File: config.mk
export PLATFORM = sky130hd
export DESIGN_NAME = frame_write_ctrl
export DESIGN_NICKNAME = d
export VERILOG_FILES = /design/src/rtl/frame_write_ctrl.sv
export SDC_FILE = /design/constraint.sdc
export NUM_CORES = 1
export LEC_CHECK = 0
export CAP_MARGIN = 30
export CORE_ASPECT_RATIO = 0.5
export CORE_UTILIZATION = 35
export DETAILED_ROUTE_END_ITERATION = 10
export MAX_ROUTING_LAYER = met4
export SLEW_MARGIN = 20
export SYNTH_ARGS = -nofsm -noshare
export SYNTH_HDL_FRONTEND = slang
export SYNTH_SLANG_ARGS = --single-unit
File: constraint.sdc
create_clock -name clk -period 2.7 [get_ports clk]
set_clock_uncertainty 0.15 [all_clocks]
set_input_delay 0.81 -clock clk [delete_from_list [all_inputs] [get_ports clk]]
set_output_delay 0.81 -clock clk [all_outputs]
set_load 0.01 [all_outputs]
File: src/rtl/frame_write_ctrl.sv
// Write-side sequencer: packs a byte stream into 24-bit pixels and issues one
// write per pixel with raster coordinates, frame-done and resync reporting.
module frame_write_ctrl #(
    parameter int H_PIXELS = 110,
    parameter int V_LINES  = 110
) (
    input  logic        clk,
    input  logic        reset,
    input  logic        start,
    input  logic [7:0]  byte_in,
    input  logic        byte_valid,
    input  logic        byte_sof,
    output logic        byte_ready,
    input  logic        wr_ready,
    output logic        wr_en,
    output logic [23:0] wr_data,
    output logic [9:0]  wr_px,
    output logic [9:0]  wr_line,
    output logic        busy,
    output logic        frame_done,
    output logic        sync_err
);

    localparam logic [9:0] H_LAST = 10'(H_PIXELS - 1);
    localparam logic [9:0] V_LAST = 10'(V_LINES - 1);

    typedef enum logic [1:0] {IDLE, WAIT_SOF, ACC, WRITE} state_t;

    state_t      state_reg;
    logic [1:0]  cnt_reg;
    logic [9:0]  px_reg;
    logic [9:0]  line_reg;
    logic        byte_ready_reg;
    logic        wr_en_reg;
    logic        busy_reg;
    logic        frame_done_reg;
    logic        sync_err_reg;
    logic [2:0]  lane_load;

    // A start-of-frame byte always lands in lane 0; otherwise the counter picks the lane.
    always_comb begin
        lane_load = 3'b000;
        if (byte_valid && (state_reg == WAIT_SOF || state_reg == ACC)) begin
            if (byte_sof) begin
                lane_load[0] = 1'b1;
            end else if (state_reg == ACC) begin
                case (cnt_reg)
                    2'd0:    lane_load[0] = 1'b1;
                    2'd1:    lane_load[1] = 1'b1;
                    default: lane_load[2] = 1'b1;
                endcase
            end
        end
    end

    generate
        for (genvar gi = 0; gi < 3; gi++) begin : g_lane
            logic [7:0] lane_reg;
            always_ff @(posedge clk or negedge reset) begin
                if (!reset) begin
                    lane_reg <= 8'h00;
                end else if (lane_load[gi]) begin
                    lane_reg <= byte_in;
                end
            end
            assign wr_data[gi*8 +: 8] = lane_reg;
        end
    endgenerate

    always_ff @(posedge clk or negedge reset) begin
        if (!reset) begin
            state_reg      <= IDLE;
            cnt_reg        <= 2'd0;
            px_reg         <= 10'd0;
            line_reg       <= 10'd0;
            byte_ready_reg <= 1'b0;
            wr_en_reg      <= 1'b0;
            busy_reg       <= 1'b0;
            frame_done_reg <= 1'b0;
            sync_err_reg   <= 1'b0;
        end else begin
            frame_done_reg <= 1'b0;
            sync_err_reg   <= 1'b0;
            case (state_reg)
                IDLE: begin
                    // A start coinciding with the frame_done pulse is deliberately dropped.
                    if (start && !frame_done_reg) begin
                        state_reg      <= WAIT_SOF;
                        px_reg         <= 10'd0;
                        line_reg       <= 10'd0;
                        cnt_reg        <= 2'd0;
                        byte_ready_reg <= 1'b1;
                        busy_reg       <= 1'b1;
                    end
                end
                WAIT_SOF: begin
                    if (byte_valid && byte_sof) begin
                        cnt_reg   <= 2'd1;
                        state_reg <= ACC;
                    end
                end
                ACC: begin
                    if (byte_valid) begin
                        if (byte_sof) begin
                            sync_err_reg <= 1'b1;
                            px_reg       <= 10'd0;
                            line_reg     <= 10'd0;
                            cnt_reg      <= 2'd1;
                        end else if (cnt_reg == 2'd2) begin
                            state_reg      <= WRITE;
                            byte_ready_reg <= 1'b0;
                            wr_en_reg      <= 1'b1;
                        end else begin
                            cnt_reg <= cnt_reg + 2'd1;
                        end
                    end
                end
                WRITE: begin
                    if (wr_ready) begin
                        wr_en_reg <= 1'b0;
                        cnt_reg   <= 2'd0;
                        if (px_reg == H_LAST) begin
                            px_reg <= 10'd0;
                            if (line_reg == V_LAST) begin
                                line_reg       <= 10'd0;
                                state_reg      <= IDLE;
                                busy_reg       <= 1'b0;
                                frame_done_reg <= 1'b1;
                            end else begin
                                line_reg       <= line_reg + 10'd1;
                                state_reg      <= ACC;
                                byte_ready_reg <= 1'b1;
                            end
                        end else begin
                            px_reg         <= px_reg + 10'd1;
                            state_reg      <= ACC;
                            byte_ready_reg <= 1'b1;
                        end
                    end
                end
                default: state_reg <= IDLE;
            endcase
        end
    end

    assign byte_ready = byte_ready_reg;
    assign wr_en      = wr_en_reg;
    assign wr_px      = px_reg;
    assign wr_line    = line_reg;
    assign busy       = busy_reg;
    assign frame_done = frame_done_reg;
    assign sync_err   = sync_err_reg;

endmodule

==> results of run 1 <==
area by class of cell:
class / count / area share (%)
Multi-Input combinational cell: 180 / 35.0
Clock buffer: 5 / 3.36
Sequential cell: 53 / 35.6
Clock inverter: 3 / 1.74
Inverter: 12 / 1.21
Timing Repair Buffer: 79 / 19.9
Tap cell: 96 / 3.22
metal layers:
layer  part of all wire [%]  routed length, um
met5                      0                  0
met3                    3.8                248
met1                     47               3130
met2                     48               3140
met4                    1.2                 81
worst max-delay path, stage by stage:
cell and delay [ps]:
clkdlybuf4s50_1 500, nand2b_4 70, a2111oi_4 380, buf_4 190, and2_1 140, nand3_1 200
o31ai_1 280
power by group through the flow:
stage | registers, mW | logic (mW) | clock network [mW]
2_1_floorplan | 1.26 | 0.744 | 0
3_3_place_gp | 1.18 | 1.60 | 0
3_5_place_dp | 1.19 | 1.63 | 0
4_1_cts | 1.18 | 1.63 | 0.847
5_1_grt | 1.21 | 1.77 | 0.879
6_report | 1.17 | 1.63 | 0.835
worst max path at each step:
stage / slack, ps / endpoint / cells past startpoint / start
2_1_floorplan: 410 / wr_px[6] / 6 / byte_valid
3_5_place_dp: -110 / wr_line[4] / 7 / start
5_1_grt: 70 / wr_line[4] / 7 / start
6_report: 180 / wr_line[4] / 7 / start
4_1_cts: 200 / wr_line[4] / 7 / start
3_3_place_gp: -100 / wr_line[4] / 7 / start
cell usage in the layout (no fill, tap or decap), types with 2 or more instances in the layout:
master | synthesis | layout
clkdlybuf4s50_1 | 0 | 61
dfrtp_1 | 53 | 53
o21ai_0 | 25 | 25
mux2_2 | 24 | 24
nand3_1 | 21 | 21
nand2_1 | 17 | 17
buf_4 | 0 | 17
nor2_1 | 14 | 14
inv_1 | 12 | 12
ha_1 | 12 | 12
nand4_1 | 6 | 6
a21oi_1 | 6 | 6
o31ai_1 | 5 | 5
clkbuf_16 | 0 | 5
or3_1 | 4 | 4
nand2b_1 | 3 | 3
nor2b_1 | 3 | 3
or4_1 | 3 | 3
and2_1 | 3 | 3
a41oi_1 | 3 | 3
and3_1 | 2 | 2
nor4_1 | 2 | 2
nor3_1 | 2 | 2
o221ai_1 | 2 | 2
o22ai_1 | 2 | 2
a31oi_1 | 2 | 2
bufinv_16 | 0 | 2
through the flow:
| step | cells | setup slack, ps | setup TNS [ps] |
|---|---|---|---|
| after floorplan | 249 | 407 | 0 |
| after global placement | 420 | -105 | -490 |
| after detailed placement | 420 | -110 | -772 |
| after CTS | 428 | 201 | 0 |
| after global routing | 428 | 70.5 | 0 |
| final | 428 | 181 | 0 |
cells by family (layout without fill, tap and decap cells):
group                      count (synthesis)  count (layout)  synth area share [%]
adders and majority gates                 12              12                  5.57
and+or+nand+nor                           89              89                  18.6
DFF                                       53              53                  49.2
muxes                                     24              24                  10.0
AOI/OAI and AO/OA                         55              55                  14.2
buffers and inverters                     16              99                  2.37
==> run_results.csv, run 1 <==
group,metric,value,unit
grt,grt_pass1_wl,10900,um
timing,hold_viol_final,0,
timing,finalCritPeriodShare,93.3,%
clock_network,cts_num_sinks,53,
timing,worstMarginPinSlew,690,ps
die,start_util,36.5,%
worst_setup_path,worstReg2RegStart,"wr_px[1]",
synthesis,synth_largest_area_cell,"dfrtp_1",
synthesis,synth-seq-cells,53,
synthesis,synth_cell_type_count,45,
synthesis,synth_edf_count,0,
synthesis,postSynthCellCount,249,
die,io_pins,63,
clock_network,holdBufCountCts,0,
synthesis,ys.warnings.count,0,
synthesis,synth.top_cell.area_share,49.2,%
grt,top_usage_layer,"met2",
placement,place_area,3540,sq um
detailed_routing,vias,2258,
min_path,min_to,"byte_ready",
synthesis,synth_area,2690,sq um
layout,drive_gt1_share,17.5,%
synthesis,synth.area.top_cells,"dfrtp_1 49%, mux2_2 10%, ha_1 5.6%, o21ai_0 4.6%, nand3_1 3.9%",
synthesis,synthArstFlopShare,100,%
grt,grt_use_met3,4.36,%
grt,grtUsageTotal,17.7,%
die,core_area,7380,sq um
detailed_routing,firstDrtPassIters,7,
grt,grt_util_met1,21.8,%
detailed_routing,ant_nets,0,
timing,setup_viol,0,
status,run_status,"finished with violations",
power_and_ir_drop,power,3.64,mW
placement,numPortBuffers,62,
clock_network,cts_buffer_depth,2,
die,die_w,126,um
clock_network,clkLatencyLatePin,300,ps
synthesis,yosys_most_used_dff,"dfrtp_1",
clock_network,cts_buffers,5,
power_and_ir_drop,swShare,34.3,%
layout,seqCellArea,1330,sq um
timing,max_freq,397,MHz
clock_network,cts_setup_buffers,0,
placement,place.gp.congestion,0.850,
timing,slew_violations,0,
worst_setup_path,r2r-end,"wr_line[8]",
synthesis,synth_most_common_cell,"dfrtp_1",
timing,slew_headroom,54.0,%
timing,holdWs,351,ps
worst_setup_path,crit_required,2760,ps
grt,grt_pass1_vias,2248,
clock_network,cts.clk_slew.worst_paths,70,ps
synthesis,avgSynthCellArea,10.8,sq um
power_and_ir_drop,powerDensity,976,nW/um^2
worst_setup_path,end_kind,"flip-flop",
detailed_routing,drc,2,
worst_setup_path,path_max_fanout,5,
power_and_ir_drop,pwr-share-clk,22.9,%
power_and_ir_drop,p_int,2.39,mW
clock_network,cts_max_level,2,
synthesis,syn_nets,275,
grt,grt_remaining_overflow,0,
layout,multi_input_area,1300,sq um
layout,layout.nets,357,
min_path,hold_path_class,"flip-flop to flip-flop",
layout,post-route-util,50.5,%
grt,use_met2,28.6,%
job,drv_cap,0,
die,dieArea,8070,sq um
min_path,worstHoldStart,"byte_ready",
detailed_routing,wl,6610,um
layout,largest_reg_flops,24,
power_and_ir_drop,cellLeakagePower,1.58,nW
layout,design_area,3730,sq um
layout,fill_cells,654,
synthesis,yosys-top-cells-count,"53 x dfrtp_1, 25 x o21ai_0, 24 x mux2_2",
power_and_ir_drop,p_switching,1.25,mW
min_path,hold_depth,1,
clock_network,cts_tree,"built",
detailed_routing,drt_iter0_drc,115,
clock_network,root_buffer,"clkbuf_16",
timing,rsz0062_at_grt,"no",
synthesis,ys_seq_area_share,49.2,%
clock_network,cts_resized,0,
detailed_routing,wl_per_cell,15.4,um
placement,place_hpwl,4660,um
layout,syn_to_final_growth,38.4,%
die,die_h,64.0,um
power_and_ir_drop,ir_worst_vdd,449,uV
worst_setup_path,worstPathArrival,2580,ps
status,violations,"design-rule violations",
timing,layout_min_cycle_time,2520,ps
power_and_ir_drop,power_frac_comb,44.8,%
die,row_count,22,
worst_setup_path,reg2reg_depth,7,
power_and_ir_drop,seqPwrFrac,32.3,%
grt,antenna_found_initial,0,
worst_setup_path,r2r_slack,480,ps
detailed_routing,drt-vias-per-instance,5.28,
worst_setup_path,cp-start-kind,"input port",
worst_setup_path,crit_type,"input port to flip-flop",
grt,grt_max_degree,54,
layout,num_antenna_cells,0,
No activity file was read; power rests on OpenSTA's default activity.
==> run 2: changes to the inputs <==
--- a/config.mk
+++ b/config.mk
@@ -10,6 +10,8 @@
 export CORE_UTILIZATION = 35
 export DETAILED_ROUTE_END_ITERATION = 10
 export MAX_ROUTING_LAYER = met4
+export SETUP_SLACK_MARGIN = 0.4
+export SKIP_CTS_REPAIR_TIMING = 1
 export SLEW_MARGIN = 20
 export SYNTH_ARGS = -nofsm -noshare
 export SYNTH_HDL_FRONTEND = slang
==> constraint.sdc (replaced) <==
create_clock -name clk -period 2.8 [get_ports clk]
set_clock_uncertainty 0.15 [all_clocks]
set_input_delay 0.84 -clock clk [delete_from_list [all_inputs] [get_ports clk]]
set_output_delay 0.84 -clock clk [all_outputs]
set_load 0.01 [all_outputs]
==> run_results.csv, run 2 (synthesis gave the netlist of run 1 again) <==
group,metric,value,unit
status,run_status,"finished with violations",
status,violations,"design-rule violations",
detailed_routing,drt_iter0_drc,136,
placement,numPortBuffers,62,
layout,syn_to_final_growth,39.5,%
worst_setup_path,end_kind,"primary output",
timing,rsz0062_at_grt,"no",
worst_setup_path,r2r_slack,570,ps
worst_setup_path,crit_family,"buffers and inverters",
clock_network,cts_buffers,5,
clock_network,cts.clk_slew.worst_paths,70,ps
grt,grt_pass1_wl,11000,um
min_path,worstHoldStart,"g_lane[0].lane_reg[2]",
grt,top_usage_layer,"met2",
detailed_routing,drc,2,
grt,grt_remaining_overflow,0,
placement,place_area,3520,sq um
layout,fill_cells,667,
power_and_ir_drop,ir_worst_vdd,450,uV
worst_setup_path,path_max_fanout,6,
layout,largest_reg_flops,24,
die,dieArea,8070,sq um
power_and_ir_drop,powerDensity,937,nW/um^2
worst_setup_path,cp.buffers_inverters,1,
min_path,hold_depth,1,
timing,slew_violations,0,
timing,max_freq,424,MHz
placement,place.gp.congestion,0.843,
worst_setup_path,critPathLaunch,"wr_px[6]",
layout,final_cell_mix,"58 x clkdlybuf4s50_1, 51 x dfrtp_1, 24 x mux2_2",
worst_setup_path,cp-start-kind,"flip-flop",
power_and_ir_drop,cellLeakagePower,1.60,nW
clock_network,cts_num_sinks,53,
layout,layout.nets,356,
detailed_routing,drt-vias-per-instance,5.19,
timing,finalCritPeriodShare,84.2,%
die,die_w,126,um
placement,placed_cells,417,
worst_setup_path,worstReg2RegStart,"wr_px[8]",
placement,place_hpwl,4590,um
worst_setup_path,reg2reg_depth,5,
worst_setup_path,slowest_stage,"clkdlybuf4s50_1",
timing,worstMarginPinSlew,685,ps
detailed_routing,firstDrtPassIters,7,
worst_setup_path,critical_path_depth,1,
grt,use_met2,29.0,%
die,die_h,64.0,um
timing,fin_tns_setup,0,ps
detailed_routing,vias,2217,
die,core_area,7380,sq um
timing,slew_headroom,54.4,%
job,drv_cap,0,
grt,grt_pass1_vias,2237,
layout,post-route-util,50.9,%
timing,setup_viol,0,
grt,grt_use_met3,3.94,%
worst_setup_path,crit_required,1810,ps
timing,setup_ws,444,ps
timing,holdWs,359,ps
layout,drive_gt1_share,20.2,%
detailed_routing,wl_per_cell,15.3,um
grt,grt_max_degree,54,
worst_setup_path,worstPathArrival,1370,ps
clock_network,cts_max_level,2,
worst_setup_path,r2r-end,"wr_line[9]",
placement,pre_cts_ws,-59.8,ps
worst_setup_path,cp-endpoint,"wr_px[6]",
layout,final_common_cell,"clkdlybuf4s50_1",
grt,grt_util_met1,22.8,%
layout,instances_no_fill,427,
die,io_pins,63,
die,start_util,36.5,%
grt,antenna_found_initial,0,
clock_network,cts_buffer_depth,2,
layout,design_area,3760,sq um
timing,hold_viol_final,0,
clock_network,clkLatencyLatePin,300,ps
min_path,hold_path_class,"flip-flop to flip-flop",
worst_setup_path,crit_type,"flip-flop to primary output",
detailed_routing,wl,6550,um
layout,num_antenna_cells,0,
clock_network,cts_tree,"built",
worst_setup_path,crit_chain,"clkdlybuf4s50_1",
grt,grtUsageTotal,17.9,%
die,row_count,22,
detailed_routing,ant_nets,0,
clock_network,root_buffer,"clkbuf_16",
power_and_ir_drop,power,3.52,mW
timing,layout_min_cycle_time,2360,ps
worst_setup_path,critPathMaxStageDelay,590,ps
==> run 2: cell types whose count changed in the layout (fill, tap and decap cells not counted), moves of 2 or more <==
cell	before	now
dlymetal6s2s_1	0	3
clkdlybuf4s50_1	61	58
nor2b_1	3	0
nor2b_2	0	3
nand3_2	0	2
o21ai_1	0	3
dfrtp_1	53	51
nand3_1	21	19
dfrtp_2	0	2
o21ai_0	25	22
==> run 2: power by group <==
group | internal (mW) | switching, mW | total [mW]
logic | 0.827 | 0.759 | 1.59
registers | 0.981 | 0.155 | 1.14
clock network | 0.511 | 0.289 | 0.800
total | 2.32 | 1.20 | 3.52
==> run 2: routing by layer <==
| metal | up-vias | share of wire (%) |
|---|---|---|
| li1 | 1080 | - |
| met1 | 1081 | 48 |
| met2 | 49 | 47 |
| met3 | 7 | 4.1 |
| met4 | 0 | 1.1 |
| met5 | - | 0 |
==> run 2: layout make-up <==
type | count | area, sq um | share of cell area, %
well taps | 96 | 120 | 3.20
clock inverters | 3 | 65.1 | 1.73
repair buffers | 78 | 743 | 19.8
inverters | 12 | 45.0 | 1.20
clock buffers | 5 | 125 | 3.33
flip-flops and latches | 53 | 1330 | 35.4
multi-input cells | 180 | 1330 | 35.4
==> run 2: worst min-delay path by stage <==
stage	to	slack, ps
3_3_place_gp	g_lane[2].lane_reg[5]	340
3_5_place_dp	g_lane[2].lane_reg[7]	340
6_report	g_lane[0].lane_reg[2]	360
4_1_cts	g_lane[2].lane_reg[7]	360
2_1_floorplan	cnt_reg[1]	320
5_1_grt	g_lane[2].lane_reg[0]	380
==> run 3: changes to the inputs <==
==> constraint.sdc (replaced) <==
create_clock -name clk -period 2.3 [get_ports clk]
set_clock_uncertainty 0.15 [all_clocks]
set_input_delay 0.69 -clock clk [delete_from_list [all_inputs] [get_ports clk]]
set_output_delay 0.69 -clock clk [all_outputs]
set_load 0.01 [all_outputs]
==> run_results.csv, run 3 (synthesis gave the netlist of run 1 again) <==
group,metric,value,unit
detailed_routing,ant_nets,0,
timing,layout_min_cycle_time,2190,ps
timing,slew_headroom,68.4,%
die,io_pins,63,
worst_setup_path,cp-endpoint,"wr_line[4]",
clock_network,root_buffer,"clkbuf_16",
status,run_status,"finished with violations",
worst_setup_path,cp-start-kind,"flip-flop",
worst_setup_path,worstReg2RegStart,"state_reg[1]",
power_and_ir_drop,powerDensity,1050,nW/um^2
power_and_ir_drop,ir_worst_vdd,552,uV
grt,grt_remaining_overflow,0,
worst_setup_path,cp.buffers_inverters,1,
detailed_routing,drc,2,
worst_setup_path,r2r_slack,110,ps
grt,antenna_found_initial,0,
die,core_area,7380,sq um
die,die_w,126,um
grt,grt_use_met3,3.52,%
detailed_routing,wl,7430,um
timing,max_freq,456,MHz
timing,worstMarginPinSlew,474,ps
layout,num_antenna_cells,0,
worst_setup_path,critical_path_depth,1,
worst_setup_path,worstPathArrival,1350,ps
clock_network,cts.clk_slew.worst_paths,70,ps
layout,largest_reg_flops,24,
min_path,hold_path_class,"input port to async pin",
placement,numPortBuffers,62,
worst_setup_path,crit_type,"flip-flop to primary output",
detailed_routing,firstDrtPassIters,7,
worst_setup_path,critPathLaunch,"wr_line[4]",
worst_setup_path,r2r-end,"wr_line[8]",
clock_network,cts_buffers,5,
detailed_routing,drt-vias-per-instance,5.19,
timing,setup_viol,0,
die,start_util,36.5,%
worst_setup_path,path_max_fanout,6,
die,row_count,22,
layout,syn_to_final_growth,63.0,%
worst_setup_path,crit_chain,"clkdlybuf4s50_1",
clock_network,cts_max_level,2,
placement,place_area,3650,sq um
layout,final_cell_mix,"51 x dlymetal6s2s_1, 44 x buf_4, 37 x dfrtp_1",
timing,rsz0062_at_grt,"yes",
grt,use_met2,30.4,%
grt,grt_pass1_wl,11400,um
clock_network,clkLatencyLatePin,300,ps
layout,fill_cells,626,
status,violations,"design-rule violations",
die,die_h,64.0,um
timing,hold_viol_final,0,
layout,drive_gt1_share,38.9,%
placement,place.gp.congestion,0.838,
worst_setup_path,crit_family,"buffers and inverters",
grt,grt_util_met1,23.3,%
layout,final_common_cell,"dlymetal6s2s_1",
grt,top_usage_layer,"met2",
power_and_ir_drop,cellLeakagePower,2.50,nW
clock_network,cts_buffer_depth,2,
timing,finalCritPeriodShare,95.3,%
detailed_routing,drt_iter0_drc,145,
grt,grt_pass1_vias,2283,
worst_setup_path,crit_required,1460,ps
worst_setup_path,reg2reg_depth,6,
layout,layout.nets,393,
detailed_routing,vias,2409,
die,dieArea,8070,sq um
placement,place_hpwl,4990,um
worst_setup_path,critPathMaxStageDelay,590,ps
worst_setup_path,slowest_stage,"clkdlybuf4s50_1",
detailed_routing,wl_per_cell,16.0,um
clock_network,cts_tree,"built",
timing,slew_violations,0,
layout,design_area,4390,sq um
job,drv_cap,0,
grt,grtUsageTotal,18.4,%
layout,post-route-util,59.5,%
worst_setup_path,end_kind,"primary output",
grt,grt_max_degree,37,
clock_network,cts_num_sinks,53,
run 3: changes by cell type in the layout (fill, tap and decap cells not counted), sizes merged:
cell,delta
buf,+36
bufinv,-2
clkdlybuf4s50,-48
clkinv,+1
clkinvlp,+2
dlymetal6s2s,+48
inv,-1
nand2,+1
run 3: layout make-up:
cell class / instances / area (sq um) / area share (%)
sequential: 53 / 1350 / 30.7
tap: 96 / 120 / 2.74
clock inverter: 3 / 17.5 / 0.399
timing repair buffer: 114 / 1200 / 27.3
clock buffer: 5 / 125 / 2.85
inverter: 12 / 48.8 / 1.11
multi-input combinational: 181 / 1540 / 35.0
run 3: how the worst min path moves through the flow:
| stage | endpoint | start | slack (ps) | cells after the start |
|---|---|---|---|---|
| floorplan | busy | reset | 240 | 0 |
| global placement | byte_ready | byte_ready | 340 | 1 |
| detailed placement | g_lane[2].lane_reg[2] | g_lane[2].lane_reg[2] | 350 | 1 |
| CTS | wr_line[0] | reset | 200 | 1 |
| global route | wr_line[0] | reset | 220 | 1 |
| finish | wr_line[5] | reset | 190 | 1 |
run 3: where the power goes:
group | total, mW | internal (mW) | switching (mW)
Sequential | 1.39 | 1.20 | 0.186
Clock | 0.756 | 0.400 | 0.356
Combinational | 2.48 | 1.30 | 1.17
Total | 4.62 | 2.90 | 1.72
run 3: layer usage:
layer / wire, um / share of wire, %
met5: 0 / 0
met4: 76 / 1.0
met3: 209 / 2.8
met2: 3800 / 51
met1: 3350 / 45
run 3: per-stage QoR:
step	hold WS, ps	setup TNS, ps	setup slack (ps)	instances	total power [mW]
5_1_grt	222	0	24.9	464	4.90
2_1_floorplan	244	0	127	249	2.41
3_5_place_dp	347	-9100	-456	426	3.41
6_report	189	0	109	464	4.62
4_1_cts	201	-949	-145	434	4.18
3_3_place_gp	339	-8110	-413	426	3.35
